==> src/rtl/minirisc_pkg.sv <==
// rtl/minirisc_pkg.sv - shared KGP-miniRISC types for the writeback stage
// Contents:
//   op_e     : retired-instruction op codes carried on in_op
//   rw_e     : register-file write-port codes driven on reg_write
//   LINK_REG : register written by link ops
//   wb_state_e : writeback FSM states
package minirisc_pkg;

    typedef enum logic [1:0] {
        OP_NONE = 2'b00,
        OP_LINK = 2'b01,
        OP_ALU  = 2'b10,
        OP_LOAD = 2'b11
    } op_e;

    // Code 2'b11 exists on the wire but is never driven.
    typedef enum logic [1:0] {
        RW_NONE = 2'b00,
        RW_LINK = 2'b01,
        RW_IDX  = 2'b10
    } rw_e;

    localparam int LINK_REG = 31;

    typedef enum logic [1:0] {
        IDLE      = 2'b00,
        LOAD_WAIT = 2'b01,
        COMMIT    = 2'b10
    } wb_state_e;

endpackage

==> src/rtl/writeback_unit.sv <==
// rtl/writeback_unit.sv - final datapath stage driving the register file write port
// Ports:
//   clk, rst               : clock (rising edge), asynchronous active-low reset
//   in_valid/in_ready      : retired-instruction handshake (accept = valid & ready)
//   in_op, in_dest, in_data: op code, destination register, ALU result / return address
//   mem_rvalid, mem_rdata  : load data return
//   reg_write, wb_index,
//   data_write             : register file write port, one cycle per write
//   fwd_valid, fwd_index,
//   fwd_data               : bypass tap mirroring the write port
//   load_err               : sticky load-timeout flag
module writeback_unit
    import minirisc_pkg::*;
#(
    parameter int DATA_W   = 32,
    parameter int IDX_W    = 5,
    parameter int LINK_REG = minirisc_pkg::LINK_REG,
    parameter int TIMEOUT  = 15
) (
    input  logic              clk,
    input  logic              rst,
    input  logic              in_valid,
    output logic              in_ready,
    input  logic [1:0]        in_op,
    input  logic [IDX_W-1:0]  in_dest,
    input  logic [DATA_W-1:0] in_data,
    input  logic              mem_rvalid,
    input  logic [DATA_W-1:0] mem_rdata,
    output logic [1:0]        reg_write,
    output logic [IDX_W-1:0]  wb_index,
    output logic [DATA_W-1:0] data_write,
    output logic              fwd_valid,
    output logic [IDX_W-1:0]  fwd_index,
    output logic [DATA_W-1:0] fwd_data,
    output logic              load_err
);

    localparam int CNT_W = $clog2(TIMEOUT + 1);
    localparam logic [CNT_W-1:0] CNT_LAST = CNT_W'(TIMEOUT - 1);
    localparam logic [IDX_W-1:0] LINK_IDX = IDX_W'(LINK_REG);

    wb_state_e         state_q, state_d;
    logic [CNT_W-1:0]  cnt_q, cnt_d;
    logic [IDX_W-1:0]  dest_q, dest_d;
    rw_e               rw_q, rw_d;
    logic [IDX_W-1:0]  wb_idx_q, wb_idx_d;
    logic [DATA_W-1:0] data_q, data_d;
    logic              fwd_valid_q, fwd_valid_d;
    logic [IDX_W-1:0]  fwd_idx_q, fwd_idx_d;
    logic              err_q, err_d;

    logic accept;
    op_e  op;

    assign in_ready = (state_q != LOAD_WAIT);
    assign accept   = in_valid & in_ready;
    assign op       = op_e'(in_op);

    // State register and all registered outputs. Reset drops any pending
    // write immediately, so no partial write ever reaches the register file.
    always_ff @(posedge clk or negedge rst) begin
        if (!rst) begin
            state_q     <= IDLE;
            cnt_q       <= '0;
            dest_q      <= '0;
            rw_q        <= RW_NONE;
            wb_idx_q    <= '0;
            data_q      <= '0;
            fwd_valid_q <= 1'b0;
            fwd_idx_q   <= '0;
            err_q       <= 1'b0;
        end else begin
            state_q     <= state_d;
            cnt_q       <= cnt_d;
            dest_q      <= dest_d;
            rw_q        <= rw_d;
            wb_idx_q    <= wb_idx_d;
            data_q      <= data_d;
            fwd_valid_q <= fwd_valid_d;
            fwd_idx_q   <= fwd_idx_d;
            err_q       <= err_d;
        end
    end

    // Next-state decode. COMMIT behaves like IDLE for acceptance, which is
    // what lets back-to-back ALU ops produce one write per cycle.
    always_comb begin
        state_d = IDLE;
        case (state_q)
            LOAD_WAIT: begin
                if (mem_rvalid) begin
                    // A load into R0 retires without a write cycle.
                    state_d = (dest_q != '0) ? COMMIT : IDLE;
                end else if (cnt_q == CNT_LAST) begin
                    state_d = IDLE;
                end else begin
                    state_d = LOAD_WAIT;
                end
            end
            default: begin
                if (accept) begin
                    case (op)
                        OP_LINK: state_d = COMMIT;
                        OP_ALU:  state_d = (in_dest != '0) ? COMMIT : IDLE;
                        OP_LOAD: state_d = LOAD_WAIT;
                        default: state_d = IDLE;
                    endcase
                end
            end
        endcase
    end

    // Next values of the write port, forwarding tap, load bookkeeping and
    // error flag. Write fields are zero on every cycle without a write.
    always_comb begin
        cnt_d       = cnt_q;
        dest_d      = dest_q;
        rw_d        = RW_NONE;
        wb_idx_d    = '0;
        data_d      = '0;
        fwd_valid_d = 1'b0;
        fwd_idx_d   = '0;
        err_d       = err_q;
        case (state_q)
            LOAD_WAIT: begin
                if (mem_rvalid) begin
                    // Data arriving on the timeout edge still wins.
                    if (dest_q != '0) begin
                        rw_d        = RW_IDX;
                        wb_idx_d    = dest_q;
                        data_d      = mem_rdata;
                        fwd_valid_d = 1'b1;
                        fwd_idx_d   = dest_q;
                    end
                end else begin
                    cnt_d = cnt_q + 1'b1;
                    if (cnt_q == CNT_LAST) begin
                        err_d = 1'b1;
                    end
                end
            end
            default: begin
                if (accept) begin
                    case (op)
                        OP_LINK: begin
                            rw_d        = RW_LINK;
                            data_d      = in_data;
                            fwd_valid_d = 1'b1;
                            fwd_idx_d   = LINK_IDX;
                        end
                        OP_ALU: begin
                            if (in_dest != '0) begin
                                rw_d        = RW_IDX;
                                wb_idx_d    = in_dest;
                                data_d      = in_data;
                                fwd_valid_d = 1'b1;
                                fwd_idx_d   = in_dest;
                            end
                        end
                        OP_LOAD: begin
                            dest_d = in_dest;
                            cnt_d  = '0;
                        end
                        default: begin
                        end
                    endcase
                end
            end
        endcase
    end

    assign reg_write  = rw_q;
    assign wb_index   = wb_idx_q;
    assign data_write = data_q;
    assign fwd_valid  = fwd_valid_q;
    assign fwd_index  = fwd_idx_q;
    assign fwd_data   = data_q;
    assign load_err   = err_q;

endmodule
==> config.mk <==
export PLATFORM = sky130hd
export DESIGN_NAME = writeback_unit
export DESIGN_NICKNAME = d
export VERILOG_FILES = /design/src/rtl/minirisc_pkg.sv /design/src/rtl/writeback_unit.sv
export SDC_FILE = /design/constraint.sdc
export NUM_CORES = 1
export LEC_CHECK = 0
export ABC_CLOCK_PERIOD_IN_PS = 3700
export BUFFER_PORTS_ARGS = -buffer_cell sky130_fd_sc_hd__buf_4
export CAP_MARGIN = 30
export CORE_ASPECT_RATIO = 0.75
export CORE_UTILIZATION = 48
export DETAILED_ROUTE_END_ITERATION = 12
export GPL_ROUTABILITY_DRIVEN = 0
export PLACE_DENSITY_LB_ADDON = 0.08
export SLEW_MARGIN = 20
export SYNTH_ARGS = -nofsm -noshare
export SYNTH_HDL_FRONTEND = slang
export SYNTH_SLANG_ARGS = --single-unit
==> constraint.sdc <==
create_clock -name clk -period 3.7 [get_ports clk]
set_input_delay 0.185 -clock clk [delete_from_list [all_inputs] [get_ports clk]]
set_output_delay 0.185 -clock clk [all_outputs]
set_load 0.02 [all_outputs]
==> impl_metrics.ini <==
[outcome]
status = complete, no violations

[timing]
finalCriticalPeriod_ns = 1.94
period_share = 0.524
worst_slack_ns = 1.76
rsz0062_at_grt = no
worstMarginPinSlew_ns = 0.711
maxSlewHeadroom = 0.526
setup_viol = 0
worst_clock_skew_ns = 0.00564
slew_viol_final = 0
fin_tns_setup_ns = 0
hold_violations = 0
fmax_ghz = 0.516
hold_slack_ns = 0.0607

[power_and_ir_drop]
p_leak_nw = 1.97
vdd_drop_max_v = 0.000257
total_power_mw = 1.57
p_per_area_nw_per_um2 = 404

[placed_design]
placed_cells = 417
post-place-ws_ns = 1.68
dp_hpwl_um = 5360
io_buffers = 153
placed_cell_area_um2 = 3700

[logic_synthesis]
synth_nets = 324
synth.distinct_cells = 39
synthArstFlopShare = 1.00
synth-edff-count = 0
yosys-top-cells-area = dfrtp_1, o2bb2ai_1, buf_4
yosys_warnings = 0
netlist_area_um2 = 2820
yosysMostFrequentCell = dfrtp_1
ys.flop_type = dfrtp_1
synth_cells = 242
netlist.top_cell.by_area = dfrtp_1
synth_area_per_cell_um2 = 11.7
synth_common_cells = dfrtp_1, nand4_1, buf_4, o2bb2ai_1, buf_2
ys_ff_latch = 57
ys_seq_area_frac = 0.506
netlist.area_leader.share = 0.506

[grt]
grt_pass1_wl_um = 11400
grt_max_degree = 58
grt_pass1_vias = 2260
antenna_found_initial = 0
grt_overflow = 0
grt.total_usage = 0.247

[route]
drcViolationCount = 0
dr_wl_met3_um = 669
vias = 2413
drt_iter0_drc = 85
highest_layer = met4
route.met2.wl_um = 3730
wl_per_cell_um = 17.6
wl_um = 7630
m1WireLength_um = 3210
vias_per_cell = 5.56
ant_nets = 0
dr.pass1.iters = 4

[min_path]
hold_class = in -> reg
worstHoldPathCells = 2

[setup_path]
critical_path_class = reg -> reg
end_kind = flip-flop
ff2ff_path_depth = 4
cp_max_fo = 27
cp-start-kind = flip-flop
arrival_ns = 2.15
cp_data_required_time_ns = 3.91
crit_chain = nand2b_2 -> buf_16 -> and3_1 -> mux2_2
critPathMaxStageDelay_ns = 0.50
cpMaxStageDelayCell = nand2b_2

[cells_and_area]
diodes = 0
fin_area_um2 = 3900
finish.utilization = 0.709
fin_cells = 434
syn_to_final_growth_pct = 38.2
n_fill_cell = 428
nets = 437
drive_gt1_frac = 0.513

[clocking]
cts_max_path_buffers = 2
insertion_delay_ns = 0.33
cts.sinks = 57
cts_buffers = 9
cts_tree = yes
path_clk_slew_ns = 0.06
ctsHtreeMaxLevel = 3
clockRootBuffer = clkbuf_8
cts_setup_buffers = 0

[die]
fp.dieArea_um2 = 6190
core-area_um2 = 5500
die_w_um = 90.5
die_h_um = 68.4
rows = 23
initial_core_util = 0.513
ioPinCount = 154

[job]
cap_violations = 0
-- power breakdown --
group / leakage, nW / internal, mW / switching [mW]
logic: 1.12 / 0.173 / 0.195
clock network: 0.0887 / 0.252 / 0.231
registers: 0.768 / 0.677 / 0.0451
-- logic make-up (layout without fill, tap and decap cells) --
kind of cell    after synthesis  after routing  share of synthesized area
compound gates               54             54                      0.165
flops                        57             57                      0.506
mux                           5              5                     0.0200
simple gates                 60             60                      0.135
fa+ha+maj                     7              7                     0.0310
xor+xnor                      1              1                    0.00310
buf+inv                      58            175                      0.140
-- worst max-delay path, delay by kind of cell (launching register included) --
kind	cells	cell delay (ns)
simple gates	2	0.85
mux	1	0.37
flops	1	0.35
buf+inv	1	0.24
-- worst paths after layout --
check	startpoint	to	slack (ns)
min in group asynchronous	rst	reg_write[1]	0.45
worst min-delay path	mem_rdata[2]	data_write[2]	0.06
worst max-delay path	state_q[1]	dest_q[1]	1.76
max in group asynchronous	rst	fwd_index[2]	2.78
worst max register to register	state_q[1]	dest_q[1]	1.76
worst min register to register	load_err	load_err	0.50
-- flip-flops by register name, summed over array words and instances, names as in the netlist --
| register | cells |
|---|---|
| load_err | 1 |
| wb_index | 5 |
| cnt_q | 4 |
| reg_write | 2 |
| fwd_valid | 1 |
| data_write | 32 |
| state_q | 2 |
| fwd_index | 5 |
| dest_q | 5 |
-- cell usage in the layout (no fill, tap or decap), types with 2 or more instances in the layout --
cell type	count
a221o_1	3
a22o_1	3
and3_1	5
buf_4	155
clkbuf_8	10
clkinv_2	4
dfrtp_1	57
ha_1	7
inv_1	3
mux2_2	5
nand2_1	2
nand3_1	6
nand4_1	34
nor2_1	3
o211ai_1	2
o21ai_0	4
o2bb2ai_1	32
or4_4	2
-- routing by layer --
layer | up-vias | GRT usage
li1 | 1111 | -
met1 | 1163 | 0.314
met2 | 133 | 0.411
met3 | 6 | 0.0822
met4 | 0 | 0.0665
met5 | - | 0
-- final cells by class --
type | instances | area, um^2 | area share
Sequential cell | 57 | 1430 | 0.366
Timing Repair Buffer | 157 | 1200 | 0.308
Multi-Input combinational cell | 127 | 1000 | 0.258
Clock buffer | 11 | 141 | 0.0363
Tap cell | 75 | 93.8 | 0.0241
Clock inverter | 4 | 20.0 | 0.00513
Inverter | 3 | 11.3 | 0.00289
-- what timing repair did --
action | 4_1_cts | 5_1_grt
hold buffers | 1 | 0
endpoints found under the hold margin | 57 | 0
resized for setup | 0 | 0
(Power assumes the default switching activity.)
